### src/rtl/ds_pkg.sv
// Shared definitions for the IEEE 1355 data-strobe receiver: control codes,
// NULL hunt pattern, character field widths and the character FSM encoding.
package ds_pkg;

   localparam int unsigned DATA_BITS = 8;
   localparam int unsigned CTRL_BITS = 2;

   localparam logic [1:0] CTRL_FCC  = 2'b00;
   localparam logic [1:0] CTRL_EOP1 = 2'b01;
   localparam logic [1:0] CTRL_EOP2 = 2'b10;
   localparam logic [1:0] CTRL_ESC  = 2'b11;

   // Oldest bit in the MSB: F,c0,c1 of ESC then P,F,c0,c1 of FCC with P forced to 0.
   localparam logic [6:0] NULL_HUNT_PATTERN = 7'b1110100;

   typedef enum logic [1:0] {
      HUNT  = 2'b00,
      RUN   = 2'b01,
      ERROR = 2'b10
   } rx_state_e;

   // Odd parity across previous payload, P and F; prev_par is the XOR of the previous payload.
   function automatic logic parity_ok(input logic prev_par, input logic p_bit, input logic f_bit);
      return prev_par ^ p_bit ^ f_bit;
   endfunction

endpackage

### src/rtl/ds_bit_recover.sv
// DS bit recovery: synchronizes the data and strobe lines into clk and
// reports a one-cycle bit_valid whenever the D xor S state changes.
module ds_bit_recover #(
   parameter int unsigned SYNC_STAGES = 2
) (
   input  logic clk,
   input  logic rst,
   input  logic d_i,
   input  logic s_i,
   output logic bit_valid_o,
   output logic bit_val_o
);

   logic [SYNC_STAGES-1:0] d_sync_q;
   logic [SYNC_STAGES-1:0] s_sync_q;
   logic                   x_prev_q;
   logic                   d_s;
   logic                   s_s;

   assign d_s = d_sync_q[SYNC_STAGES-1];
   assign s_s = s_sync_q[SYNC_STAGES-1];

   // Synchronizer chains and the previous D xor S state for edge detection.
   always_ff @(posedge clk or posedge rst) begin
      if (rst) begin
         d_sync_q <= '0;
         s_sync_q <= '0;
         x_prev_q <= 1'b0;
      end else begin
         d_sync_q <= {d_sync_q[SYNC_STAGES-2:0], d_i};
         s_sync_q <= {s_sync_q[SYNC_STAGES-2:0], s_i};
         x_prev_q <= d_s ^ s_s;
      end
   end

   assign bit_valid_o = (d_s ^ s_s) != x_prev_q;
   assign bit_val_o   = d_s;

endmodule

### src/rtl/ds_rx.sv
// IEEE 1355 DS receiver: hunts for the first NULL, then decodes data and
// control characters with parity, escape and disconnect checking.
module ds_rx
   import ds_pkg::*;
#(
   parameter int unsigned DISC_TIMEOUT = 64,
   parameter int unsigned SYNC_STAGES  = 2
) (
   input  logic       clk,
   input  logic       rst,
   input  logic       d_in,
   input  logic       s_in,
   output logic [8:0] rx_data,
   output logic       rx_valid,
   output logic       rx_fct,
   output logic       null_rcvd,
   output logic       link_up,
   output logic       parity_err,
   output logic       esc_err,
   output logic       disc_err
);

   localparam logic [3:0] LAST_DATA  = 4'(DATA_BITS + 1);
   localparam logic [3:0] LAST_CTRL  = 4'(CTRL_BITS + 1);
   localparam logic [7:0] DISC_LIMIT = 8'(DISC_TIMEOUT - 1);

   logic       bit_valid;
   logic       bit_val;

   rx_state_e  state_q;
   logic [5:0] win_q;
   logic [3:0] bit_cnt_q;
   logic       p_q;
   logic       is_ctrl_q;
   logic [7:0] pay_q;
   logic       prev_par_q;
   logic       esc_pending_q;
   logic [7:0] disc_cnt_q;

   logic [8:0] rx_data_q;
   logic       rx_valid_q;
   logic       rx_fct_q;
   logic       null_rcvd_q;
   logic       link_up_q;
   logic       parity_err_q;
   logic       esc_err_q;
   logic       disc_err_q;

   logic [6:0] win_d;
   logic [2:0] pay_idx;
   logic [7:0] pay_d;
   logic       last_bit;
   logic       disc_hit;

   ds_bit_recover #(
      .SYNC_STAGES (SYNC_STAGES)
   ) u_bit_recover (
      .clk         (clk),
      .rst         (rst),
      .d_i         (d_in),
      .s_i         (s_in),
      .bit_valid_o (bit_valid),
      .bit_val_o   (bit_val)
   );

   // Next hunt window, payload with the current bit inserted, and end-of-char/timeout detection.
   always_comb begin
      win_d          = {win_q, bit_val};
      pay_idx        = bit_cnt_q[2:0] - 3'd2;
      pay_d          = pay_q;
      pay_d[pay_idx] = bit_val;
      last_bit       = is_ctrl_q ? (bit_cnt_q == LAST_CTRL) : (bit_cnt_q == LAST_DATA);
      disc_hit       = !bit_valid && (disc_cnt_q == DISC_LIMIT);
   end

   // Character FSM with registered strobes; errors always detour through ERROR for one cycle.
   always_ff @(posedge clk or posedge rst) begin
      if (rst) begin
         state_q       <= HUNT;
         win_q         <= 6'd0;
         bit_cnt_q     <= 4'd0;
         p_q           <= 1'b0;
         is_ctrl_q     <= 1'b0;
         pay_q         <= 8'd0;
         prev_par_q    <= 1'b0;
         esc_pending_q <= 1'b0;
         disc_cnt_q    <= 8'd0;
         rx_data_q     <= 9'h000;
         rx_valid_q    <= 1'b0;
         rx_fct_q      <= 1'b0;
         null_rcvd_q   <= 1'b0;
         link_up_q     <= 1'b0;
         parity_err_q  <= 1'b0;
         esc_err_q     <= 1'b0;
         disc_err_q    <= 1'b0;
      end else begin
         rx_valid_q   <= 1'b0;
         rx_fct_q     <= 1'b0;
         null_rcvd_q  <= 1'b0;
         parity_err_q <= 1'b0;
         esc_err_q    <= 1'b0;
         disc_err_q   <= 1'b0;

         // Holds cycles elapsed since the last edge; only advances while in RUN.
         if (bit_valid) begin
            disc_cnt_q <= 8'd1;
         end else if (state_q == RUN) begin
            disc_cnt_q <= disc_cnt_q + 8'd1;
         end else begin
            disc_cnt_q <= 8'd0;
         end

         case (state_q)
            HUNT: begin
               if (bit_valid) begin
                  win_q <= win_d[5:0];
                  if (win_d == NULL_HUNT_PATTERN) begin
                     null_rcvd_q   <= 1'b1;
                     link_up_q     <= 1'b1;
                     prev_par_q    <= 1'b0;
                     bit_cnt_q     <= 4'd0;
                     esc_pending_q <= 1'b0;
                     state_q       <= RUN;
                  end
               end
            end

            RUN: begin
               if (disc_hit) begin
                  disc_err_q <= 1'b1;
                  link_up_q  <= 1'b0;
                  state_q    <= ERROR;
               end else if (bit_valid) begin
                  case (bit_cnt_q)
                     4'd0: begin
                        p_q       <= bit_val;
                        bit_cnt_q <= 4'd1;
                     end
                     4'd1: begin
                        if (!parity_ok(prev_par_q, p_q, bit_val)) begin
                           parity_err_q <= 1'b1;
                           link_up_q    <= 1'b0;
                           state_q      <= ERROR;
                        end else begin
                           is_ctrl_q <= bit_val;
                           bit_cnt_q <= 4'd2;
                        end
                     end
                     default: begin
                        pay_q <= pay_d;
                        if (!last_bit) begin
                           bit_cnt_q <= bit_cnt_q + 4'd1;
                        end else begin
                           bit_cnt_q  <= 4'd0;
                           prev_par_q <= is_ctrl_q ? ^pay_d[1:0] : ^pay_d;
                           if (esc_pending_q) begin
                              esc_pending_q <= 1'b0;
                              if (is_ctrl_q && (pay_d[1:0] == CTRL_FCC)) begin
                                 null_rcvd_q <= 1'b1;
                              end else begin
                                 esc_err_q <= 1'b1;
                                 link_up_q <= 1'b0;
                                 state_q   <= ERROR;
                              end
                           end else if (!is_ctrl_q) begin
                              rx_data_q  <= {1'b0, pay_d};
                              rx_valid_q <= 1'b1;
                           end else begin
                              case (pay_d[1:0])
                                 CTRL_FCC: rx_fct_q <= 1'b1;
                                 CTRL_EOP1, CTRL_EOP2: begin
                                    rx_data_q  <= {1'b1, 6'b000000, pay_d[1:0]};
                                    rx_valid_q <= 1'b1;
                                 end
                                 CTRL_ESC: esc_pending_q <= 1'b1;
                                 default:  esc_pending_q <= esc_pending_q;
                              endcase
                           end
                        end
                     end
                  endcase
               end
            end

            ERROR: begin
               win_q         <= 6'd0;
               bit_cnt_q     <= 4'd0;
               esc_pending_q <= 1'b0;
               link_up_q     <= 1'b0;
               state_q       <= HUNT;
            end

            default: begin
               link_up_q <= 1'b0;
               state_q   <= HUNT;
            end
         endcase
      end
   end

   assign rx_data    = rx_data_q;
   assign rx_valid   = rx_valid_q;
   assign rx_fct     = rx_fct_q;
   assign null_rcvd  = null_rcvd_q;
   assign link_up    = link_up_q;
   assign parity_err = parity_err_q;
   assign esc_err    = esc_err_q;
   assign disc_err   = disc_err_q;

endmodule

### config.mk
export PLATFORM = sky130hd
export DESIGN_NAME = ds_rx
export DESIGN_NICKNAME = d
export VERILOG_FILES = /design/src/rtl/ds_pkg.sv /design/src/rtl/ds_bit_recover.sv /design/src/rtl/ds_rx.sv
export SDC_FILE = /design/constraint.sdc
export NUM_CORES = 1
export LEC_CHECK = 0
export ABC_AREA = 1
export CAP_MARGIN = 25
export CELL_PAD_IN_SITES_DETAIL_PLACEMENT = 1
export CELL_PAD_IN_SITES_GLOBAL_PLACEMENT = 1
export CORE_MARGIN = 2
export CORE_UTILIZATION = 45
export CTS_BUF_LIST = sky130_fd_sc_hd__clkbuf_2 sky130_fd_sc_hd__clkbuf_4 sky130_fd_sc_hd__clkbuf_8
export DETAILED_ROUTE_END_ITERATION = 12
export GPL_TIMING_DRIVEN = 0
export PLACE_DENSITY_LB_ADDON = 0.1
export SKIP_CTS_REPAIR_TIMING = 1
export SYNTH_ARGS = -nofsm -noshare
export SYNTH_HDL_FRONTEND = slang
export SYNTH_SLANG_ARGS = --single-unit
### constraint.sdc
create_clock -name clk -period 2.57 [get_ports clk]
set_input_delay 0.514 -clock clk [delete_from_list [all_inputs] [get_ports clk]]
set_output_delay 0.514 -clock clk [all_outputs]
set_load 0.01 [all_outputs]
# After elaboration in Yosys (flattened, before gate mapping)
# Cells that the tools add are included.
[op_classes] eq_ne=25 bitwise=6 div_mod_pow=0 n_reduce_logical=23 add_sub_neg=3 multipliers=0 n_mux=93 n_lt_le_gt_ge=2 shifts=0
[op_table] op="$mux 1" n=62
[op_table] op="$mux 4" n=6
[op_table] op="$reduce_and 7->1" n=3
[op_table] op="$mux 9" n=2
[op_table] op="$mux 2" n=8
[op_table] op="$mux 8" n=2
[op_table] op="$ne 2x2->1 const B" n=6
[op_table] op="$ne 4x3->1 const B" n=3
[op_table] op="$pmux 4 s3" n=1
[op_table] op="$pmux 6 s2" n=1
[op_table] op="$ne 3x3->1 const B" n=3
[op_table] op="$add 8x1->8 const B" n=1
[op_table] op="$bwmux 8" n=1
[op_table] op="$eq 8x6->1 const B" n=1
[op_table] op="$pmux 1 s2" n=4
[op_table] op="$pmux 2 s2" n=2
[op_table] op="$pmux 4 s2" n=1
[op_table] op="$reduce_and 4->1" n=2
[op_table] op="$reduce_and 8->1" n=1
[op_table] op="$reduce_xor 8->1" n=1
[op_table] op="$eq 7x7->1 const B" n=1
[op_table] op="$eq 2x2->1 const B" n=3
[op_table] op="$mux 6" n=1
[op_table] op="$reduce_and 6->1" n=1
[op_table] op="25 further kinds" n=35
[totals] reg_bits=53 word_cells=172 rom_bits=0 in_bits=4 ram_bits=0 latchBits=0 memories=0 out_inout_bits=16

# Depth between registers and ports, before layout
[depth] depth_word=16 depth_mapped=18 ltp_nobuf=17

# By module
# A second synthesis with hierarchy kept.
[unflattened] hier_cells=344 hier_area_um2=2720.1
[by_module_without_submodules] module="ds_rx" cells_per_inst=327 seq_area_each_um2=1176.1 instances=1 area_each_um2=2547.4
[by_module_without_submodules] module="ds_bit_recover" cells_per_inst=17 seq_area_each_um2=125.1 instances=1 area_each_um2=172.7

# Worst setup path after synthesis
# OpenSTA, ideal clock, no wires.
[synth_path] path_type="flip-flop to flip-flop" startpoint="register bit_cnt_q[0]" endpoint="register prev_par_q" path_slack_ps=526 stages_incl_launch_ff=17 path_buffers=1 setup_ps=117 arrival_time_ps=1928 path_cell_list="dfrtp_1 buf_2 inv_2 nand3_1 o21ai_1 inv_1 ha_1 inv_1 nand3_1 nand2_1 nand3_1 nand2_1 inv_1 nand2_1 nand3_1 nand2_1 nand2_1"
[synth_via] elab_chain_len=13
[synth_rtl] element="from (decl)" line="ds_rx.sv:32" rtl="logic [3:0] bit_cnt_q;"
[synth_rtl] element="from (signal assigned)" line="ds_rx.sv:152" rtl="bit_cnt_q <= bit_cnt_q + 4'd1;"
[synth_rtl] element="$sub 3x2->3" line="ds_rx.sv:69" rtl="pay_idx = bit_cnt_q[2:0] - 3'd2;"
[synth_rtl] element="$lt 3x4->1 (not written as such) or $ge 3x1->1 (tied branches)" line="ds_rx.sv:71" rtl="pay_d[pay_idx] = bit_val;"
[synth_rtl] element="$logic_and 1x1->1 (not written as such)" line="ds_rx.sv:71"
[synth_rtl] element="$mux 1 (not written as such)" line="ds_rx.sv:71"
[synth_rtl] element="$demux 1 s3" line="ds_rx.sv:71"
[synth_rtl] element="$bwmux 8" line="ds_rx.sv:71"
[synth_rtl] element="$reduce_xor 8->1 or $reduce_xor 2->1 (tied branches)" line="ds_rx.sv:155" rtl="prev_par_q <= is_ctrl_q ? ^pay_d[1:0] : ^pay_d;"
[synth_rtl] element="$mux 1" line="ds_rx.sv:155"
[synth_rtl] element="$mux 1" line="ds_rx.sv:151" rtl="if (!last_bit) begin"
[synth_rtl] element="$mux 1" line="ds_rx.sv:134" rtl="case (bit_cnt_q)"
[synth_rtl] element="$mux 1" line="ds_rx.sv:133" rtl="end else if (bit_valid) begin"
[synth_rtl] element="$mux 1" line="ds_rx.sv:129" rtl="if (disc_hit) begin"
[synth_rtl] element="$pmux 1 s2" line="ds_rx.sv:113" rtl="case (state_q)"
[synth_rtl] element="to (signal assigned)" line="ds_rx.sv:155"
[synth_rtl] element="to (decl)" line="ds_rx.sv:36" rtl="logic prev_par_q;"
# Parallel ways exist; a longest one is shown, timed or not. The select of a mux whose other input is x is not followed.
# A chain may end at the register's enable or synchronous reset.

# Worst setup path in the final report
# Same ends and word-level chain as after synthesis.

==> flow_summary_export.csv <==
group,metric,value,unit
cells_and_area,ff_latch_area,1301,µm²
global_route,pin_count_of_the_biggest_net_entering_global_routing,42,
logic_synthesis,yosysTopAreaCellShare,47.88,%
clock_tree,numClockSinks,52,
global_route,grt_antenna_before_repair,0,
logic_synthesis,synth_top_family_by_area,"simple AND/OR/NAND/NOR gates",
drt,drc,0,
worst_setup_path,cp_num_cells,17,
placement,portBuffers,19,
cells_and_area,final_cell_area,3161,µm²
power,share_comb_of_total_power,42.0,%
cells_and_area,final_common_cell,"sky130_fd_sc_hd__nand2_1",
logic_synthesis,synthesis.instances,337,
run_status,status,"complete, no violations",
timing,finalCriticalPeriod,2.330,ns
worst_setup_path,critPathSlowestCell,"sky130_fd_sc_hd__dfrtp_1",
placement,dp_slack,0.02381,ns
floorplan,floorplan.die.height,81.71,µm
clock_tree,htree_num_levels,2,
timing,report.final.setup_viol,0,
drt,detail_route.first_pass.iterations,4,
global_route,grt_use_total,20.72,%
worst_setup_path,reg2reg_setup_slack,0.24,ns
timing,finalHoldViolations,0,
logic_synthesis,synth.lib_cells_used.distinct,30,
global_route,first_pass_grt_wire_length,10670,µm
power,powerDensity,910.5,nW/µm²
drt,routedWlPerCell,14.23,µm
worst_setup_path,worst_ep_arrival_time,2.54,ns
worst_setup_path,required,2.78,ns
timing,fmaxAchievable,429.1,MHz
worst_setup_path,end_kind,"register",
floorplan,design.die.area,6677,µm²
cells_and_area,layout-area-overhead-vs-synth,16.30,%
cells_and_area,num_antenna_cells,0,
cells_and_area,fin_nets,373,
logic_synthesis,synth-warning-count,0,
clock_tree,clk_pin_slew,0.10,ns
logic_synthesis,seq_area_frac_synth,47.88,%
min_path,hold-path-cell-count,0,
cells_and_area,instances_no_fill,440,
job,maxCapViolations,0,
logic_synthesis,synth_simple_gate_area_share,29.14,%
timing,hold_slack,0.3577,ns
floorplan,core_area,5886,µm²
floorplan,floorplan.die.width,81.71,µm
power,net-switching-power,0.001224,W
logic_synthesis,ys_top_cells_by_area,"sky130_fd_sc_hd__dfrtp_1 (48%), sky130_fd_sc_hd__nand2_1 (14%), sky130_fd_sc_hd__nand3_1 (5.3%), sky130_fd_sc_hd__inv_1 (5.2%), sky130_fd_sc_hd__nor2_1 (3.7%)",
drt,route.antenna.remaining_nets,0,
timing,finalWorstSetupSlack,0.2398,ns
worst_setup_path,cp_common_cell,"sky130_fd_sc_hd__nand2_1",
worst_setup_path,crit_family,"simple AND/OR/NAND/NOR gates",
global_route,grt.overflow.total,0,
logic_synthesis,synthAdderAreaFrac,2.302,%
drt,vias_per_cell,5.152,
power,power.share.sequential,36.9,%
clock_tree,cts.root.buffer_cell,"sky130_fd_sc_hd__clkbuf_8",
drt,route.vias.total,2267,
timing,finClkSkew,0.006973,ns
worst_setup_path,timing.critical_path.from_type,"register",
clock_tree,numCtsBuffers,5,
power,irDropWorstVdd,0.3872,mV
logic_synthesis,post_synth_xor_area_fraction,2.256,%
logic_synthesis,syn-mean-instance-area,8.064,µm²
logic_synthesis,synth.cell_area,2718,µm²
floorplan,core.rowCount,28,
min_path,hold_path.class,"reg -> reg",
clock_tree,tritoncts_clock_tree,"yes",
cells_and_area,fillers,743,
logic_synthesis,synth_top_cell_by_area,"sky130_fd_sc_hd__dfrtp_1",
worst_setup_path,crit_buf_inv,6,
power,power.share.clock,21.2,%
drt,first_iter_violations,113,
timing,grt_setup_unrepaired,"no",
clock_tree,clk_latency,0.31,ns
logic_synthesis,postSynthRegisterBits,52,
logic_synthesis,synth.mux.area_fraction,0,%
clock_tree,buffers_from_clock_root_to_sink_at_most,2,
logic_synthesis,compound_cell_area_share_of_the_yosys_netlist,10.59,%
logic_synthesis,synth_nets,346,
cells_and_area,layout_common_cells,"sky130_fd_sc_hd__nand2_1 (98), sky130_fd_sc_hd__dfrtp_1 (52), sky130_fd_sc_hd__inv_1 (37)",
timing,worstMarginPinSlew,0.4867,ns
timing,slew_headroom,67.55,%
worst_setup_path,r2r.worst_path.cells,17,
worst_setup_path,crit_path_cell_trace,"buf_2, inv_4, nand3_1, o21ai_4, inv_1, ha_1, inv_1, nand3_1, nand2_1, inv_1, nand2_1, nand2_1, inv_1, nand2_1, nand3_1, nand2_1, nand2_1",
worst_setup_path,worst-setup-path-type,"reg -> reg",
placement,post-place-cells,432,
placement,gp_routability_congestion,0.7574,
timing,maxSlewViolCount,0,
placement,dpl-instance-area,3022,µm²
floorplan,floorplan.initialDensity,46.17,%
placement,post-dp-hpwl,4635,µm
global_route,first_global_vias,2239,
cells_and_area,multiInputGateArea,1219,µm²
worst_setup_path,worstPathMaxFanout,10,
timing,final.period_utilization,90.67,%
power,p_leak,1.543,nW
drt,wl,6259,µm
power,switching_share,42.53,%
floorplan,ios,20,
power,p_int,0.001654,W
cells_and_area,layout-drive-gt1-share,11.51,%
cells_and_area,final_core_util,53.70,%
worst_setup_path,cpPeakStageDelay,0.41,ns
==> metrics by stage <==
| stage | power [W] | setup TNS, ns |
|---|---|---|
| global route | 0.003118 | 0 |
| floorplan | 0.001934 | 0 |
| detailed placement | 0.002264 | 0 |
| global placement | 0.002199 | -12.31 |
| finish | 0.002878 | 0 |
| CTS | 0.002883 | 0 |
==> layout make-up <==
class,instances,area share (%)
plain buffers,7,1.504
well taps,75,2.969
repair buffers,20,6.651
clock buffers,6,2.613
clock inverters,2,1.227
inverters,44,5.305
multi-input cells,234,38.56
flip-flops and latches,52,41.17
==> cell families (layout without fill, tap and decap cells) <==
| group | Yosys count | in the layout |
|---|---|---|
| xor+xnor | 7 | 7 |
| buf+inv | 51 | 79 |
| compound gates | 48 | 48 |
| simple gates | 174 | 174 |
| flops | 52 | 52 |
| fa+ha+maj | 5 | 5 |
==> path summary, 6_finish.rpt <==
check,start,endpoint
setup / recovery,bit_cnt_q[0],prev_par_q
hold / removal,u_bit_recover.d_sync_q[0],u_bit_recover.d_sync_q[1]
setup reg to reg,bit_cnt_q[0],prev_par_q
hold reg to reg,u_bit_recover.d_sync_q[0],u_bit_recover.d_sync_q[1]
max in group asynchronous,rst,pay_q[1]
min in group asynchronous,rst,disc_cnt_q[2]
==> sequential cells by signal, indices dropped and copies added, names as in the netlist <==
register and flops:
bit_cnt_q 4, parity_err 1, disc_err 1, rx_valid 1
win_q 6, rx_fct 1, is_ctrl_q 1, esc_err 1
u_bit_recover.x_prev_q 1, u_bit_recover.d_sync_q 2, pay_q 8, u_bit_recover.s_sync_q 2
p_q 1, disc_cnt_q 8, null_rcvd 1, prev_par_q 1
state_q 2, rx_data 9, esc_pending_q 1
==> power by group through the flow <==
stage	Sequential (W)	Combinational [W]	Clock [W]
global route	0.00108	0.00139	0.000653
CTS	0.00106	0.00120	0.000618
finish	0.00106	0.00121	0.000610
floorplan	0.00105	0.000880	0
detailed placement	0.00107	0.00119	0
global placement	0.00107	0.00113	0
==> worst register-to-register path, stage by stage (launching register included) <==
cell and delay, ns:
sky130_fd_sc_hd__dfrtp_1 0.41, sky130_fd_sc_hd__buf_2 0.20, sky130_fd_sc_hd__inv_4 0.13, sky130_fd_sc_hd__nand3_1 0.15
sky130_fd_sc_hd__o21ai_4 0.22, sky130_fd_sc_hd__inv_1 0.10, sky130_fd_sc_hd__ha_1 0.34, sky130_fd_sc_hd__inv_1 0.05
sky130_fd_sc_hd__nand3_1 0.07, sky130_fd_sc_hd__nand2_1 0.07, sky130_fd_sc_hd__inv_1 0.06, sky130_fd_sc_hd__nand2_1 0.04
sky130_fd_sc_hd__nand2_1 0.08, sky130_fd_sc_hd__inv_1 0.05, sky130_fd_sc_hd__nand2_1 0.05, sky130_fd_sc_hd__nand3_1 0.09
sky130_fd_sc_hd__nand2_1 0.09, sky130_fd_sc_hd__nand2_1 0.05
==> synthesized netlist by cell type <==
master and instances:
sky130_fd_sc_hd__o21ai_0 20, sky130_fd_sc_hd__xnor2_1 3, sky130_fd_sc_hd__nand2_2 1, sky130_fd_sc_hd__o21a_1 1
sky130_fd_sc_hd__o21ai_2 9, sky130_fd_sc_hd__clkbuf_1 2, sky130_fd_sc_hd__and3_1 1, sky130_fd_sc_hd__buf_4 1
sky130_fd_sc_hd__nand2_4 2, sky130_fd_sc_hd__nand4_1 6, sky130_fd_sc_hd__inv_2 6, sky130_fd_sc_hd__ha_1 5
sky130_fd_sc_hd__a21oi_1 7, sky130_fd_sc_hd__inv_1 38, sky130_fd_sc_hd__nand4_2 1, sky130_fd_sc_hd__nand2_1 98
sky130_fd_sc_hd__a21oi_2 1, sky130_fd_sc_hd__nor3_1 3, sky130_fd_sc_hd__nor2_8 2, sky130_fd_sc_hd__nor2_1 27
sky130_fd_sc_hd__buf_2 2, sky130_fd_sc_hd__xor2_1 4, sky130_fd_sc_hd__nor2_2 2, sky130_fd_sc_hd__dfrtp_1 52
sky130_fd_sc_hd__nand3_4 1, sky130_fd_sc_hd__o21ai_1 4, sky130_fd_sc_hd__nor3b_1 1, sky130_fd_sc_hd__buf_6 2
sky130_fd_sc_hd__o22ai_1 6, sky130_fd_sc_hd__nand3_1 29
==> metal layers <==
layer	share of wire [%]	wire length (µm)	GRT usage, %
met1	51	3209	29.66
met2	45	2810	33.03
met3	2.6	165	3.297
met4	1.2	75	5.000
met5	0	0	0
Power figures use the tool's default switching activity.
